===== src/rtl/muldiv_seq.sv =====
// Iterative HI/LO multiply/divide unit: one bit per cycle, start/busy/done handshake.
// Define MULDIV_DIV_EN to build the divide datapath; otherwise div/divu are no-ops.
module muldiv_seq #(
  parameter int WIDTH = 32
) (
  input  logic             clk,
  input  logic             reset_n,
  input  logic             start,
  input  logic [1:0]       op,
  input  logic [WIDTH-1:0] a,
  input  logic [WIDTH-1:0] b,
  input  logic             flush,
  input  logic             hi_we,
  input  logic             lo_we,
  input  logic [WIDTH-1:0] wdata,
  output logic             busy,
  output logic             done,
  output logic [WIDTH-1:0] hi,
  output logic [WIDTH-1:0] lo
);

  localparam int CW = $clog2(WIDTH);

  typedef enum logic [1:0] {
    IDLE,
    CALC,
    FIX
  } state_t;

  state_t               state, state_nx;
  logic [CW-1:0]        count;
  logic [WIDTH-1:0]     opnd;
  logic [2*WIDTH-1:0]   acc;
  logic [2*WIDTH-1:0]   step;
  logic [2*WIDTH-1:0]   prod;
  logic [WIDTH:0]       msum;
  logic [WIDTH-1:0]     hi_fix, lo_fix;
  logic [WIDTH-1:0]     a_mag, b_mag;
  logic                 sa, sb;
  logic                 neg_q;
  logic                 done_nx;
  logic                 last;

`ifdef MULDIV_DIV_EN
  logic                 is_div, neg_r, div0;
  logic [WIDTH:0]       dtrial, ddiff;
  logic [WIDTH-1:0]     q, r;
`endif

  assign sa = op[0] & a[WIDTH-1];
  assign sb = op[0] & b[WIDTH-1];
  // W-bit negation read as unsigned gives the right magnitude even for MIN
  assign a_mag = sa ? -a : a;
  assign b_mag = sb ? -b : b;

  assign last = (count == CW'(WIDTH - 1));
  assign busy = (state != IDLE);

  always_comb begin
    state_nx = state;
    done_nx  = 1'b0;
    unique case (state)
      IDLE: begin
        if (start) begin
`ifdef MULDIV_DIV_EN
          state_nx = CALC;
`else
          if (op[1]) done_nx  = 1'b1;
          else       state_nx = CALC;
`endif
        end
      end
      CALC: begin
        if (flush)     state_nx = IDLE;
        else if (last) state_nx = FIX;
      end
      FIX: begin
        state_nx = IDLE;
        done_nx  = ~flush;
      end
      default: state_nx = IDLE;
    endcase
  end

  always_comb begin
    msum = {1'b0, acc[2*WIDTH-1:WIDTH]}
         + (acc[0] ? {1'b0, opnd} : '0);
    step = {msum, acc[WIDTH-1:1]};
    prod = neg_q ? -acc : acc;
    hi_fix = prod[2*WIDTH-1:WIDTH];
    lo_fix = prod[WIDTH-1:0];
`ifdef MULDIV_DIV_EN
    dtrial = acc[2*WIDTH-1:WIDTH-1];
    ddiff  = dtrial - {1'b0, opnd};
    q = acc[WIDTH-1:0];
    r = acc[2*WIDTH-1:WIDTH];
    if (is_div) begin
      step = ddiff[WIDTH]
           ? {acc[2*WIDTH-2:0], 1'b0}
           : {ddiff[WIDTH-1:0], acc[WIDTH-2:0], 1'b1};
      // divide by zero falls out as rem=|a|, quotient forced to all ones
      lo_fix = div0 ? '1 : (neg_q ? -q : q);
      hi_fix = neg_r ? -r : r;
    end
`endif
  end

  always_ff @(posedge clk or negedge reset_n) begin
    if (!reset_n) begin
      state <= IDLE;
    end else begin
      state <= state_nx;
    end
  end

  always_ff @(posedge clk or negedge reset_n) begin
    if (!reset_n) begin
      count <= '0;
      opnd  <= '0;
      acc   <= '0;
      neg_q <= 1'b0;
      done  <= 1'b0;
      hi    <= '0;
      lo    <= '0;
`ifdef MULDIV_DIV_EN
      is_div <= 1'b0;
      neg_r  <= 1'b0;
      div0   <= 1'b0;
`endif
    end else begin
      done <= done_nx;
      unique case (state)
        IDLE: begin
          if (hi_we) hi <= wdata;
          if (lo_we) lo <= wdata;
          if (start) begin
            count <= '0;
            neg_q <= sa ^ sb;
`ifdef MULDIV_DIV_EN
            is_div <= op[1];
            neg_r  <= sa;
            div0   <= (b == '0);
            opnd   <= op[1] ? b_mag : a_mag;
            acc    <= {{WIDTH{1'b0}}, op[1] ? a_mag : b_mag};
`else
            opnd   <= a_mag;
            acc    <= {{WIDTH{1'b0}}, b_mag};
`endif
          end
        end
        CALC: begin
          acc   <= step;
          count <= count + CW'(1);
        end
        FIX: begin
          if (!flush) begin
            hi <= hi_fix;
            lo <= lo_fix;
          end
        end
        default: ;
      endcase
    end
  end

endmodule

===== config.mk =====
export PLATFORM = sky130hd
export DESIGN_NAME = muldiv_seq
export DESIGN_NICKNAME = d
export VERILOG_FILES = /design/src/rtl/muldiv_seq.sv
export SDC_FILE = /design/constraint.sdc
export NUM_CORES = 1
export LEC_CHECK = 0
export ABC_CLOCK_PERIOD_IN_PS = 3900
export CAP_MARGIN = 20
export CORE_MARGIN = 10
export CORE_UTILIZATION = 45
export CTS_CLUSTER_DIAMETER = 60
export DETAILED_ROUTE_END_ITERATION = 6
export HOLD_SLACK_MARGIN = 0.02
export PLACE_DENSITY_LB_ADDON = 0.3
export SETUP_SLACK_MARGIN = 0.1
export SLEW_MARGIN = 10
export SYNTH_ARGS = -nofsm -noshare
export SYNTH_HDL_FRONTEND = slang
export SYNTH_SLANG_ARGS = --single-unit

===== constraint.sdc =====
create_clock -name clk -period 3.9 [get_ports clk]
set_input_delay 0.78 -clock clk [delete_from_list [all_inputs] [get_ports clk]]
set_output_delay 0.78 -clock clk [all_outputs]
set_load 0.01 [all_outputs]

==> summary.txt, run 1 <==
CTS
  – Clk_lat worst skew: 0.44 ns
  – Postcts setup bufs: 0
  – Clk sinks: 169
  – Post-cts resize count: 0
  – Root Driver: clkbuf_16
  – Bufs on Longest Clock Path: 2
  – Hold Buf Count CTS: 0
  – TritonCTS clock tree: built
  – CTS clk-pin slew, worst paths: 0.07 ns
  – CTS Buf Count: 17
  – Htree depth: 4

Die
  – Floorplan core area: 0.0252 mm2
  – Row cnt: 58
  – I/O pin count: 170
  – Die Y: around 180 um
  – Chip width: 180 um
  – Die Area: ~0.032 mm2
  – Initial Utilization: 45.8%

Detailed routing
  – Via Count: between 10k and 15k
  – Detailed Route WL: about 36000 um
  – Drt first pass iters: 5
  – Antenna-violating nets left: 0
  – Initial DRC Count: roughly 1.2k
  – Drt via density: 5.84
  – WL/cell: 19.7 um
  – Drt drc: 0

Finish
  – Share of cells above drive strength 1: around 6.2%
  – Ant diodes: 0
  – Cell Count, Final, Fillers Out: 1836
  – Layout overhead on the synthesized area: 22.2%
  – Nets: approximately 1.6k
  – Final Core Density: a little under three fifths

STA
  – Worst slew margin: 34.2%
  – Fin. max-slew vios: 0
  – Setup TNS: 0 ns
  – Clock Skews: 0.0195 ns
  – RSZ-0062 raised after global routing: no
  – Fin crit share: 84.4%
  – Final setup fails: 0
  – Slew at the pin with the worst max-slew slack: 0.988 ns
  – Endpoints failing hold: 0
  – FMAX: 0.304 GHz
  – Final Critical Period: between 3 and 4 ns

Yosys
  – Post-synth top area cell: dfrtp_1
  – Post-synthesis simple-gate area fraction: 21.0%
  – Seq cells post-synth: roughly 170
  – Synthesized Nets: around 1.5k
  – Top cells by area, synth: dfrtp_1, o21ai_0, xor2_1
  – Post-synthesis xor/xnor area fraction: 10.7%
  – Top-area cell type share of the netlist area: a little under two fifths
  – Post-Syn Area: 0.0115 mm2
  – Async set or reset register ratio after synthesis: between 90% and 100%
  – Post-synthesis cell count: 1363
  – Synth Warn #: 0
  – Post-synth top flop: dfrtp_1
  – Yosys cell types: 75
  – Sequential share of the synthesized area: 36.7%
  – Post-synthesis mux area share: 1.04%
  – Adder-Cell Fraction of Synth Area: 4.19%
  – Complex-gate fraction of the synthesized area: 23.0%
  – Top-count cell post-synth: dfrtp_1
  – Largest family of logic cells by synthesized area: compound AO/OA/AOI/OAI gates
  – Synth top cells by count: dfrtp_1, nand2_1, o21ai_0
  – Number of flops mapped to enable cells by yosys: 0
  – Post-synthesis average cell area: 8.46 um2

Power and ir drop
  – P_sw: a little over 3 mW
  – Sw Ratio: 41.6%
  – Leak Pwr: 5.80 nW
  – Logic pwr share: 38.4%
  – VDD IR max: 0.246 mV
  – Overall Power: 7.25 mW
  – Pint: 4.23 mW
  – Flop pwr share: a little under two fifths
  – Power share of the clock group: 23.2%
  – Power per cell area: between 500 and 600 mW/mm2

Worst setup path
  – CP startpoint kind: flop
  – Crit path buf inv count: 1
  – CP Class: reg2reg
  – Cell chain of the critical path: buf_4, nand2_1, fa_1, nor2b_1, o211a_1, o21ai_0, a21oi_1, a211oi_1, or4b_2, a31oi_1
  – CP Data Required Time: 4.25 ns
  – RR Endpoint: acc[63]$_DFFE_PN0P_
  – Worst Setup SP: acc[0]$_DFFE_PN0P_
  – Critical Path End Type: flop
  – Setup crit end: acc[63]$_DFFE_PN0P_
  – Slowest-stage cell, CP: or4b_2
  – Reg2reg path depth: 10
  – CP Depth: 10
  – Peak per-stage delay on the critical path: around 0.7 ns
  – Crit Path Max Fanout: 31
  – RR Startpoint: acc[0]$_DFFE_PN0P_
  – Register-to-register setup slack: ~0.61 ns
  – Cell family with most CP delay: simple AND/OR/NAND/NOR gates
  – Critical Path AT: 3.64 ns

Global route
  – Largest net degree at the start of global routing: 79
  – Initial antenna violation count: 0
  – First-pass GRT wire length: 58100 um
  – Remaining global-route overflow: 0
  – Vias in the first global route: 10.4k
  – Total track usage: 21.8%

Status
  – Status: finished, final reports clean

Job
  – Max cap viols: 0

Placed design
  – DP HPWL: about 28000 um
  – Placed Cells: 1804
  – GPL Wtd Cong: 0.951
  – PortBufs: roughly 170

Min path
  – Worst hold path class: in2async
## worst min-delay path by stage
| stage | from | to | slack, ns | cells past startpoint |
|---|---|---|---|---|
| floorplan | opnd[31]$_DFFE_PN0P_ | opnd[31]$_DFFE_PN0P_ | 0.44 | 2 |
| CTS | reset_n | acc[19]$_DFFE_PN0P_ | 0.41 | 1 |
| global placement | opnd[30]$_DFFE_PN0P_ | opnd[30]$_DFFE_PN0P_ | 0.45 | 2 |
| finish | reset_n | done$_DFF_PN0_ | 0.36 | 1 |
| global route | reset_n | done$_DFF_PN0_ | 0.42 | 1 |
| detailed placement | opnd[30]$_DFFE_PN0P_ | opnd[30]$_DFFE_PN0P_ | 0.46 | 2 |
## placed cells by master, fill, tap and decap left out, types with 37 or more instances in the layout
cell type and instances:
o21ai_0 159, ha_1 37, nand2_1 158, o31ai_1 39, nor2_1 105, a21oi_1 92, xnor2_1 64, clkdlybuf4s50_1 168
xor2_1 77, dfrtp_1 168
## through the flow
step | hold WS, ns | worst slack [ns] | cell area (um2)
CTS | 0.410 | 0.616 | 14100
finish | 0.364 | 0.607 | 14100
global route | 0.425 | 0.352 | 14100
global placement | 0.453 | 0.546 | 13500
floorplan | 0.438 | 0.714 | 11500
detailed placement | 0.463 | 0.463 | 13500
## layout make-up
cell class | count | area (um2)
fillers | 2302 | 11100
multi-input cells | 1096 | 6920
flip-flops and latches | 169 | 4230
repair buffers | 189 | 1870
clock buffers | 17 | 425
well taps | 330 | 413
clock inverters | 15 | 156
inverters | 20 | 75.1
## state kept, by name (all words and copies together), names as in the netlist
| name | count |
|---|---|
| acc | 64 |
| hi | 32 |
| lo | 32 |
| opnd | 32 |
| count | 5 |
| state | 2 |
| done | 1 |
| neg_q | 1 |
## kinds of logic (layout without fill, tap and decap cells)
kind of cell,after synthesis,after routing
flops,169,169
simple gates,474,474
fa+ha+maj,38,38
compound gates,431,431
xor+xnor,141,141
mux,12,12
buf+inv,98,241
## layer usage
layer | vias to the layer above | track usage, % | share of wire [%]
met5 | - | 0 | 0
met1 | 5070 | 32.1 | 48
met4 | 0 | 6.69 | 2.3
li1 | 5191 | - | -
met2 | 425 | 31.6 | 42
met3 | 36 | 3.78 | 7.0
## power by group through the flow
stage               Combinational, mW  Clock [mW]  Sequential, mW
floorplan                        1.84           0            2.59
global placement                 2.72           0            2.77
detailed placement               2.76           0            2.79
CTS                              2.78        1.70            2.76
global route                     3.10        1.79            2.84
finish                           2.79        1.68            2.78
(Power assumes the default switching activity.)
==> run 2: changes to the inputs <==
--- a/config.mk
+++ b/config.mk
@@ -5,7 +5,7 @@
 export SDC_FILE = /design/constraint.sdc
 export NUM_CORES = 1
 export LEC_CHECK = 0
-export ABC_CLOCK_PERIOD_IN_PS = 3900
+export ABC_CLOCK_PERIOD_IN_PS = 2600
 export CAP_MARGIN = 20
 export CORE_MARGIN = 10
 export CORE_UTILIZATION = 45
==> constraint.sdc (replaced) <==
create_clock -name clk -period 2.6 [get_ports clk]
set_input_delay 0.52 -clock clk [delete_from_list [all_inputs] [get_ports clk]]
set_output_delay 0.52 -clock clk [all_outputs]
set_load 0.01 [all_outputs]
==> run 2 against run 1 <==
  * The run now ends with setup timing left
  * Sequential share of layout area is 6.0 points lower
  * Die area stayed put
  * Critical path depth is 2 higher
  * Hold slack worse by 0.33 ns
  * Flip-flop and latch count stayed put
  * Power is 89% higher
  * Setup slack worse by 0.84 ns
  * Via count is 16% higher
  * Register-to-register slack worse by 0.84 ns
  * First-iteration DRC count is 24% higher
  * Count of clock-buffer cells in the layout is 1 higher
  * Non-clock buffer count is 250 higher
==> summary.txt, run 2 (same netlist as run 1, synthesis figures left out) <==
Die
  – Floorplan core area: about 0.025 mm2
  – Row cnt: slightly below 60
  – Die Y: between 150 and 200 um
  – Die Area: 0.0324 mm2
  – Initial Utilization: ~46%
  – I/O pin count: 170
  – Chip width: 180 um

CTS
  – CTS Buf Count: 17
  – Bufs on Longest Clock Path: 2
  – Root Driver: clkbuf_16
  – Htree depth: 4
  – CTS clk-pin slew, worst paths: 0.07 ns
  – Hold Buf Count CTS: 0
  – Clk_lat worst skew: 0.44 ns
  – Clk sinks: 169
  – TritonCTS clock tree: built

Detailed routing
  – Drt via density: 5.95
  – Drt first pass iters: 6
  – Detailed Route WL: 43100 um
  – Via Count: ~12k
  – WL/cell: 20.7 um
  – Antenna-violating nets left: 0
  – Drt drc: 0
  – Initial DRC Count: 1466

Global route
  – Total track usage: 24.2%
  – First-pass GRT wire length: 64800 um
  – Vias in the first global route: roughly 12k
  – Remaining global-route overflow: 0
  – Initial antenna violation count: 0
  – Largest net degree at the start of global routing: 65

STA
  – Slew at the pin with the worst max-slew slack: 1.13 ns
  – RSZ-0062 raised after global routing: yes
  – WHS: roughly 0.035 ns
  – Worst slew margin: 24.6%
  – Fin crit share: 109%
  – Endpoints failing hold: 0
  – Final setup fails: 38
  – FMAX: 0.352 GHz
  – Fin. max-slew vios: 0
  – Final Critical Period: 2.84 ns
  – Clock Skews: 0.0109 ns
  – Final worst slack: -0.237 ns

Finish
  – Largest reg by FF count: acc
  – Most frequent cells in the layout: buf_4, dfrtp_1, clkdlybuf4s50_1
  – Layout overhead on the synthesized area: 52.6%
  – Ant diodes: 0
  – Final Cell Area: 0.0176 mm2
  – Share of cells above drive strength 1: 30.1%
  – Number of flip-flops in the largest register: 64
  – Most common cell after layout, fill and taps aside: buf_4
  – Nets: 1885
  – Cell Count, Final, Fillers Out: between 2k and 2.5k
  – Fillers: ~1.8k

Placed design
  – Cell Area, Placed: approximately 0.015 mm2
  – DP HPWL: between 30000 and 40000 um
  – PortBufs: 169
  – GPL Wtd Cong: 0.934
  – Placed Cells: just over 2k

Power and ir drop
  – VDD IR max: 0.459 mV
  – Power per cell area: just under 800 mW/mm2
  – Leak Pwr: 7.37 nW

Worst setup path
  – CP Class: reg2reg
  – CP startpoint kind: flop
  – Critical Path End Type: flop
  – Critical Path AT: 3.16 ns
  – Crit Path Max Fanout: 6
  – CP Data Required Time: around 2.9 ns

Min path
  – Worst hold path class: in2async

Status
  – Failing checks: setup timing
  – Status: complete, but fails checks

Job
  – Max cap viols: 0
-- run 2: changes by cell type in the layout (fill, tap and decap cells not counted), sizes merged --
cell / previous run / this run
dlymetal6s2s: 0 / 4
clkdlybuf4s50: 168 / 164
buf: 21 / 270
clkinv: 5 / 3
inv: 28 / 27
clkbuf: 17 / 19
clkinvlp: 2 / 4
-- run 2: what timing repair did --
action | in CTS | in global routing
setup buffers | 22 | 14
gates resized for setup | 149 | 140
cloned | 1 | 1
setup endpoints to repair | 66 | 86
pin swaps | 74 | 91
-- run 2: final cells by class --
type                            count  area, um2  share of cell area [%]
Multi-Input combinational cell   1096       8360                    47.5
Clock inverter                     14        130                   0.740
Tap cell                          330        413                    2.35
Clock buffer                       18        439                    2.50
Timing Repair Buffer              439       3940                    22.4
Inverter                           20       80.1                   0.455
Sequential cell                   169       4230                    24.1
-- run 2: through the flow --
step / setup WS, ns / setup TNS (ns) / total power, mW / utilization [%]
finish: -0.237 / -4.12 / 13.7 / 69.9
CTS: -0.158 / -1.63 / 12.9 / 67.0
global placement: -0.316 / -7.19 / 9.59 / 61.2
global route: -0.306 / -7.05 / 14.4 / 69.9
detailed placement: -0.349 / -11.21 / 9.75 / 61.2
floorplan: -0.0520 / -0.283 / 6.85 / -
-- run 2: power breakdown --
group | total, mW | leakage (nW) | internal (mW) | switching [mW]
Sequential | 3.89 | 2.10 | 3.23 | 0.664
Combinational | 7.35 | 5.00 | 3.48 | 3.87
Clock | 2.50 | 0.269 | 1.29 | 1.20
-- run 2: layer usage --
layer / GRT usage, % / vias up / wire, um
met3: 4.04 / 108 / 3380
li1: - / 5700 / -
met5: 0 / - / 0
met1: 33.6 / 5980 / 18500
met4: 7.87 / 0 / 1700
met2: 37.7 / 634 / 19600
-- run 2: path summary, 6_finish.rpt --
| check | start | to | slack (ns) | cells after the start |
|---|---|---|---|---|
| max in group asynchronous | reset_n | hi[10]$_DFFE_PN0P_ | 1.75 | 2 |
| worst min register to register | opnd[24]$_DFFE_PN0P_ | opnd[24]$_DFFE_PN0P_ | 0.48 | 2 |
| worst min-delay path | reset_n | opnd[2]$_DFFE_PN0P_ | 0.03 | 1 |
| worst max register to register | acc[0]$_DFFE_PN0P_ | acc[60]$_DFFE_PN0P_ | -0.24 | 12 |
| min in group clk | opnd[24]$_DFFE_PN0P_ | opnd[24]$_DFFE_PN0P_ | 0.48 | 2 |
| worst max-delay path | acc[0]$_DFFE_PN0P_ | acc[60]$_DFFE_PN0P_ | -0.24 | 12 |
-- run 2: critical path, cell delays in order, from the launching register on --
cell	delay, ns
dfrtp_2	0.47
buf_12	0.16
clkbuf_16	0.15
and2_4	0.14
ha_4	0.30
nand2_4	0.07
o21ai_0	0.34
a21oi_2	0.16
a21oi_2	0.32
buf_4	0.18
nand3_4	0.06
mux2i_1	0.13
a211o_1	0.23
